<file path="src/rtl/tiger_trace_tx.sv">
// Tiger trace transmitter: captures instruction, cache-hang and cycle-count events
// as 3-word records, queues them, and streams them out on a 32-bit valid/ready port.
`timescale 1ns/1ps
module tiger_trace_tx #(
  parameter logic [31:0] START_PC    = 32'h0080_0000,
  parameter logic [31:0] FINISH_PC   = 32'h0080_0004,
  parameter int unsigned FIFO_DEPTH  = 16,
  parameter int unsigned STALL_LIMIT = 1000
) (
  input  logic        clk,
  input  logic        reset,
  input  logic [31:0] pc,
  input  logic [31:0] ins,
  input  logic        insValid,
  input  logic        iCacheStall,
  input  logic        dCacheStall,
  output logic [31:0] tx_data,
  output logic        tx_valid,
  input  logic        tx_ready,
  output logic        running,
  output logic        done,
  output logic        overflow
);

  localparam int unsigned AW = $clog2(FIFO_DEPTH);

  typedef enum logic [1:0] {S_IDLE, S_RUN, S_DRAIN, S_DONE} state_t;
  state_t state, state_nxt;

  logic [63:0] count;
  logic [23:0] seq;
  logic [31:0] pc_last;
  logic [9:0]  istall_cnt, dstall_cnt;
  logic        ialarm_pend, dalarm_pend, end_pushed;

  // Record layout: {tag[7:0], seq[23:0], hi[31:0], lo[31:0]}
  logic [95:0]   mem [FIFO_DEPTH];
  logic [AW-1:0] wr_ptr, rd_ptr;
  logic [AW:0]   occ;
  logic [95:0]   rd_rec;

  logic [31:0] hi_r, lo_r;
  logic [1:0]  word_idx;

  logic        start_hit, cap, ins_room, any_room;
  logic        push, drop, clr_i, clr_d, push_end, pop, xfer, ser_free;
  logic        ialarm_set, dalarm_set;
  logic [95:0] push_rec;

  assign start_hit  = (state == S_IDLE) && (pc == START_PC);
  assign cap        = (start_hit || (state == S_RUN)) && insValid && (pc != pc_last);
  assign ins_room   = occ < (AW+1)'(FIFO_DEPTH - 1);
  assign any_room   = occ < (AW+1)'(FIFO_DEPTH);
  assign ialarm_set = (state == S_RUN) && iCacheStall && (istall_cnt == 10'(STALL_LIMIT - 1));
  assign dalarm_set = (state == S_RUN) && dCacheStall && (dstall_cnt == 10'(STALL_LIMIT - 1));

  assign rd_rec   = mem[rd_ptr];
  assign xfer     = tx_valid && tx_ready;
  assign ser_free = !tx_valid || (xfer && (word_idx == 2'd2));
  assign pop      = ser_free && (occ != '0);

  // A dropped instruction record frees the push slot for a waiting alarm.
  always_comb begin
    push     = 1'b0;
    push_rec = '0;
    drop     = 1'b0;
    clr_i    = 1'b0;
    clr_d    = 1'b0;
    push_end = 1'b0;
    if (cap && ins_room) begin
      push     = 1'b1;
      push_rec = {8'hA1, seq, pc, ins};
    end else begin
      drop = cap;
      if (any_room) begin
        if (ialarm_pend) begin
          push     = 1'b1;
          clr_i    = 1'b1;
          push_rec = {8'hA2, seq, 32'd1, count[31:0]};
        end else if (dalarm_pend) begin
          push     = 1'b1;
          clr_d    = 1'b1;
          push_rec = {8'hA2, seq, 32'd2, count[31:0]};
        end else if ((state == S_DRAIN) && !end_pushed) begin
          push     = 1'b1;
          push_end = 1'b1;
          push_rec = {8'hA3, seq, count[63:32], count[31:0]};
        end
      end
    end
  end

  always_comb begin
    state_nxt = state;
    case (state)
      S_IDLE:  if (pc == START_PC) state_nxt = S_RUN;
      S_RUN:   if (pc == FINISH_PC) state_nxt = S_DRAIN;
      S_DRAIN: if (end_pushed && (occ == '0) && !tx_valid) state_nxt = S_DONE;
      default: state_nxt = S_DONE;
    endcase
  end

  always_ff @(posedge clk) begin
    if (push) mem[wr_ptr] <= push_rec;
  end

  always_ff @(posedge clk) begin
    if (reset) begin
      state       <= S_IDLE;
      running     <= 1'b0;
      done        <= 1'b0;
      overflow    <= 1'b0;
      count       <= '0;
      seq         <= '0;
      pc_last     <= '1;
      istall_cnt  <= '0;
      dstall_cnt  <= '0;
      ialarm_pend <= 1'b0;
      dalarm_pend <= 1'b0;
      end_pushed  <= 1'b0;
      wr_ptr      <= '0;
      rd_ptr      <= '0;
      occ         <= '0;
      tx_valid    <= 1'b0;
      tx_data     <= '0;
      hi_r        <= '0;
      lo_r        <= '0;
      word_idx    <= '0;
    end else begin
      state   <= state_nxt;
      running <= (state_nxt == S_RUN) || (state_nxt == S_DRAIN);
      done    <= (state_nxt == S_DONE);
      if (drop) overflow <= 1'b1;

      if (start_hit)             count <= '0;
      else if (state == S_RUN)   count <= count + 64'd1;

      if (cap)      pc_last    <= pc;
      if (push)     seq        <= seq + 24'd1;
      if (push_end) end_pushed <= 1'b1;

      // Counters saturate at STALL_LIMIT so a long episode alarms only once.
      if ((state != S_RUN) || !iCacheStall)         istall_cnt <= '0;
      else if (istall_cnt != 10'(STALL_LIMIT))      istall_cnt <= istall_cnt + 10'd1;
      if ((state != S_RUN) || !dCacheStall)         dstall_cnt <= '0;
      else if (dstall_cnt != 10'(STALL_LIMIT))      dstall_cnt <= dstall_cnt + 10'd1;

      if (ialarm_set)  ialarm_pend <= 1'b1;
      else if (clr_i)  ialarm_pend <= 1'b0;
      if (dalarm_set)  dalarm_pend <= 1'b1;
      else if (clr_d)  dalarm_pend <= 1'b0;

      if (push) wr_ptr <= wr_ptr + AW'(1);
      if (pop)  rd_ptr <= rd_ptr + AW'(1);
      if (push && !pop)      occ <= occ + (AW+1)'(1);
      else if (!push && pop) occ <= occ - (AW+1)'(1);

      if (pop) begin
        tx_valid <= 1'b1;
        tx_data  <= rd_rec[95:64];
        hi_r     <= rd_rec[63:32];
        lo_r     <= rd_rec[31:0];
        word_idx <= 2'd0;
      end else if (xfer) begin
        case (word_idx)
          2'd0: begin
            tx_data  <= hi_r;
            word_idx <= 2'd1;
          end
          2'd1: begin
            tx_data  <= lo_r;
            word_idx <= 2'd2;
          end
          default: begin
            tx_valid <= 1'b0;
            tx_data  <= '0;
            word_idx <= 2'd0;
          end
        endcase
      end
    end
  end

endmodule
</file>
<file path="config.mk">
export PLATFORM = sky130hd
export DESIGN_NAME = tiger_trace_tx
export DESIGN_NICKNAME = d
export VERILOG_FILES = /design/src/rtl/tiger_trace_tx.sv
export SDC_FILE = /design/constraint.sdc
export NUM_CORES = 2
export LEC_CHECK = 0
export CAP_MARGIN = 20
export CORE_UTILIZATION = 50
export CTS_BUF_LIST = sky130_fd_sc_hd__clkbuf_8 sky130_fd_sc_hd__clkbuf_16
export CTS_CLUSTER_SIZE = 24
export DETAILED_ROUTE_END_ITERATION = 7
export PLACE_DENSITY = 0.66
export REMOVE_ABC_BUFFERS = 1
export SYNTH_ARGS = -nofsm -noshare
export SYNTH_HDL_FRONTEND = slang
export SYNTH_SLANG_ARGS = --single-unit
export TNS_END_PERCENT = 10
</file>
<file path="constraint.sdc">
create_clock -name clk -period 16.31 [get_ports clk]
set_input_delay 4.893 -clock clk [delete_from_list [all_inputs] [get_ports clk]]
set_output_delay 4.893 -clock clk [all_outputs]
set_load 0.05 [all_outputs]
</file>
# Word-level counts from Yosys, hierarchy flattened
# Memory sizes are Yosys's and may differ from the RTL's. A register that Yosys moved wholly into a read port is not among the register bits.
# Index checks and enable logic that the tools add are counted.
# totals
mem_bits_rw	1536
reg_bits	260
inputBits	70
n_memories	1
# mem_list
memory	depth	word_bits	read_ports	rd_clocked_by_memory_dff	write_ports	line_no	source
mem	16	96	1	1	1	37	logic [95:0] mem [FIFO_DEPTH];
# classes
add_sub_neg	8
n_mux	43
reduce_logical	41
eq_ne	16
order_cmp	2
# op_table
operator	count
$mux 96	5
$add 64x1->64 const B	1
$eq 32x24->1 const B	2
$mux 32	2
$pmux 32 s2	1
$ne 32x32->1	1
$mux 1	26
$add 24x1->24 const B	1
$add 10x1->10 const B	2
$eq 10x10->1 const B	2
$ne 10x10->1 const B	2
$logic_and 1x1->1	16
$mux 5	2
$reduce_or 2->1	5
$add 4x1->4 const B	2
$eq 2x2->1 const B	4
$mux 4	2
$reduce_bool 2->1	4
$eq 2x1->1 const B	3
$logic_not 1->1	6
$mux 2	3
$pmux 2 s3	1
$add 5x1->5 const B	1
$logic_not 5->1	1
other kinds (9)	15

# Logic depth before layout (Yosys ltp)
# depth
depth_word	11
depth_mapped	18
mapped_depth_nobuf	15

# Least setup slack after synthesis
# No wires, ideal clock.
# synth_timing
kind	in2reg
from	in pc[7]
to	mem mem[1][0], enable pin
setup_slack_ns	2.898
path_stages	10
setup_time_ns	0.652
arrival_ns	12.760
t_required_ns	15.658
path_cell_list	or4_1 -> nor2_2 -> a31o_4 -> o211ai_4 -> o21ba_2 -> buf_6 -> inv_2 -> buf_2 -> nand2_1 -> nor3_1
# synth_between
elab_chain_cells	9
word_cells_on_any_way	10
# synth_lines
element	line_no	source
start: declaration	12	input logic [31:0] pc,
$eq 32x24->1	50	assign start_hit = (state == S_IDLE) && (pc == START_PC);
$logic_and 1x1->1	50	
$logic_or 1x1->1	51	assign cap = (start_hit || (state == S_RUN)) && insValid && (pc != pc_last);
$logic_and 1x1->1	51	
$logic_and 1x1->1 *	51	
$logic_and 1x1->1 *	70	if (cap && ins_room) begin
$mux 1 *	70	
$mux 1 *	104	if (push) mem[wr_ptr] <= push_rec;
$mux 1 (implied by the code) *	104	
end: declaration	37	
# Every way passes the cells marked *; elsewhere a longest branch is shown, timed or not.

# Final worst setup path
# layout_timing
from	in pc[7]
to	mem mem[7][30], enable pin
# The elaborated chain is that of the path after synthesis.

==> out/results.txt <==
Clk pwr share: 0.360
Global Route Usage Sum: 0.249
Yosys reg bits: 1720
CTS tree: done
Crit path max-delay family: buffers and inverters
Rel. slew slack: 0.220
Via-to-Cell Ratio: 6.10
Sequential area share after synthesis: 0.730
Final Instance Area: 76200 um2
Most frequent CP cell: buf_4
CP max stage delay: 0.86 ns
Worst-path clk slew: 0.05 ns
Period utilization: 0.575
Top cells by area, synth: edfxtp_1, mux4_2, dfxtp_1, nand2_1, xor2_1
First-pass GRT wire length: 243000 um
Initial core utilization: 0.504
Area delta synth->final: 13.5%
Root Driver: clkbuf_16
Largest net degree at the start of global routing: 135
Asr flop ratio synth: 0
Seq pwr share: 0.457
Cell breakdown of the critical path: clkdlybuf4s50_1 -> or4_1 -> nor2_2 -> a31o_4 -> o211ai_4 -> o21ba_2 -> inv_2 -> buf_4 -> nand2_1 -> nor2_4 -> buf_4
Slowest stage cell, crit path: buf_4
Buffers on Ports: 105
Worst hold path type: reg2reg
Max Cap Violations: 0
Biggest area consumer among synthesized cells: edfxtp_1
I/O pins: 106
Core ar.: 133000 um2
Detailed-route via count: 34780
Final setup viols: 0
Dpl cell area: 70500 um2
Mux contribution to synthesized area: 0.159
Post-Synth Adder-Cell Area: 0.00347
Die ar.: 136000 um2
Post-synth top flop: edfxtp_1
Die Wd: 368 um
CTS sink count: 1720
Gpl congestion: 0.836
Clk_skew: 0.0291 ns
Distinct cells, synth: 63
Setup Buffers After CTS: 0
Actual slew at the worst max-slew pin: 1.17 ns
Nets: 3866
H-tree Lvls: 4
Setup TNS: 0 ns
Outcome: finished clean
Mapped Cells: 3599
Buf+Inv Stages, Crit Path: 4
Total CTS buffers: 173
Final hold vios: 0
Clk_lat worst skew: 0.78 ns
Initial drt markers: 3835
Hold buffer count at CTS: 0
Slew Viols, Final: 0
Share of cells above drive strength 1: 0.232
Largest family of logic cells by synthesized area: multiplexers
Total gr overflow: 0
Vias in the first global route: 34753
Design Power: 10.8 mW
Worst Setup Start Kind: input port
Crit Path Max Fanout: 49
Post-synth EDFFs: 1456
Tmin final: 9.38 ns
Hold_ws: 0.450 ns
Avg Inst Size Synth: 18.6 um2
Critical Path Sink Type: flip-flop
Cts repair resizes: 0
Power density cells: 142 nW/um2
CTS max path bufs: 3
RSZ-0062 raised after global routing: false
Post-synth top area share: 0.651
Pint: 7.87 mW
Fmax achieved: 0.107 GHz
WL/cell: 29.2 um
Comb power frac: 0.183
DRC viols: 0
Simple-gate share of the synthesized area: 0.0549
Setup CP Type: in2reg
XOR/XNOR share of the synthesized area: 0.0141
Sw Pwr: 2.94 mW
Initial antenna violation count: 6
Post-Syn Area: 67100 um2
VDD IR max: 0.112 mV
Data arrival, critical path: 9.76 ns
Drt first pass iters: 6
Synth warn: 0
Post-synthesis compound-gate area fraction: 0.0246
Fillers: 9928
Site Rows: 134
ANT nets after route: 0
Worst Path Required: 16.70 ns
Leakage: 23.1 nW
Sw frac: 0.272
Dpl hpwl: 94300 um
Die Y: 368 um
Total Wirelength: 167000 um
-- synth_stat cells, drive strengths merged (28+ instances only) --
| master | instances |
|---|---|
| nor2 | 152 |
| nand2 | 314 |
| o21ai | 64 |
| xnor2 | 35 |
| buf | 66 |
| nand3 | 38 |
| a221oi | 28 |
| mux2 | 33 |
| edfxtp | 1456 |
| or3 | 32 |
| mux4 | 455 |
| clkbuf | 138 |
| inv | 30 |
| nand3b | 32 |
| dfxtp | 264 |
| a21oi | 120 |
| nor3 | 55 |
| a22o | 31 |
| xor2 | 73 |
-- cell families (layout without fill, tap and decap cells) --
| group | Yosys count | in the layout |
|---|---|---|
| buf+inv | 234 | 562 |
| compound gates | 267 | 267 |
| simple gates | 761 | 761 |
| fa+ha+maj | 18 | 18 |
| mux | 491 | 491 |
| xor+xnor | 108 | 108 |
| other cells | 0 | 2 |
| flops | 1720 | 1720 |
-- path summary, 6_finish.rpt --
path	endpoint	from	cells after the start	slack [ns]
hold / removal	hi_r[7]	hi_r[7]	2	0.45
hold reg to reg	hi_r[7]	hi_r[7]	2	0.45
setup reg to reg	mem[7][30]	state[1]	8	11.38
setup / recovery	mem[7][30]	pc[7]	11	6.93
-- state kept, by name, indices dropped and copies added (netlist names), 5 cells and up, named ones only --
| signal | cells |
|---|---|
| occ | 5 |
| istall_cnt | 10 |
| tx_data | 32 |
| seq | 24 |
| pc_last | 32 |
| mem | 1456 |
| dstall_cnt | 10 |
| hi_r | 32 |
| lo_r | 32 |
| count | 64 |
-- cells in the final DEF, fill, tap and decap left out, drive strengths merged, types with 12 or more instances in the layout --
cell type,instances
edfxtp,1456
mux4,455
nand2,314
dfxtp,264
clkbuf,197
nor2,152
a21oi,120
clkdlybuf4s50,104
buf,104
inv,78
xor2,73
o21ai,64
clkinv,63
nor3,55
nand3,38
xnor2,35
mux2,33
or3,32
nand3b,32
a22o,31
a221oi,28
and2,27
nand4,27
nor4,20
ha,17
or4,16
and3,15
bufinv,12
-- layout make-up --
type / count / area [um2] / share of cell area
antenna: 2 / 5.00 / 0.0000657
clock buffer: 197 / 4730 / 0.0620
clock inverter: 127 / 897 / 0.0118
inverter: 30 / 115 / 0.00151
multi-input combinational: 1645 / 17300 / 0.227
sequential: 1720 / 49000 / 0.643
tap: 1768 / 2210 / 0.0290
timing repair buffer: 208 / 1900 / 0.0250
-- per-layer routing --
metal | wire [um] | up-vias | global-route usage
met5 | 0 | - | 0
met4 | 3890 | 0 | 0.0688
met3 | 12200 | 215 | 0.0435
met2 | 80900 | 1316 | 0.398
met1 | 69600 | 18461 | 0.356
li1 | - | 14788 | -
-- metrics by stage --
step	setup WS (ns)	instances	utilization
finish	6.93	5697	0.572
global route	6.80	5695	0.572
CTS	6.65	5691	0.571
detailed placement	5.84	5367	0.529
global placement	5.93	5366	0.529
floorplan	-0.0478	3395	-
-- tightest hold or removal path: stages (launching register included) --
cell and delay [ns]:
dfxtp_1 0.30, nand2_1 0.05, a21oi_1 0.05
-- power groups by stage --
| stage | logic (mW) | registers, mW | clock network (mW) |
|---|---|---|---|
| global route | 2.10 | 4.95 | 4.12 |
| finish | 1.98 | 4.93 | 3.89 |
| CTS | 2.00 | 4.94 | 3.95 |
| floorplan | 1.47 | 5.30 | 0 |
| detailed placement | 2.00 | 5.03 | 0 |
| global placement | 1.99 | 5.03 | 0 |
No activity file was read; power rests on OpenSTA's default activity.
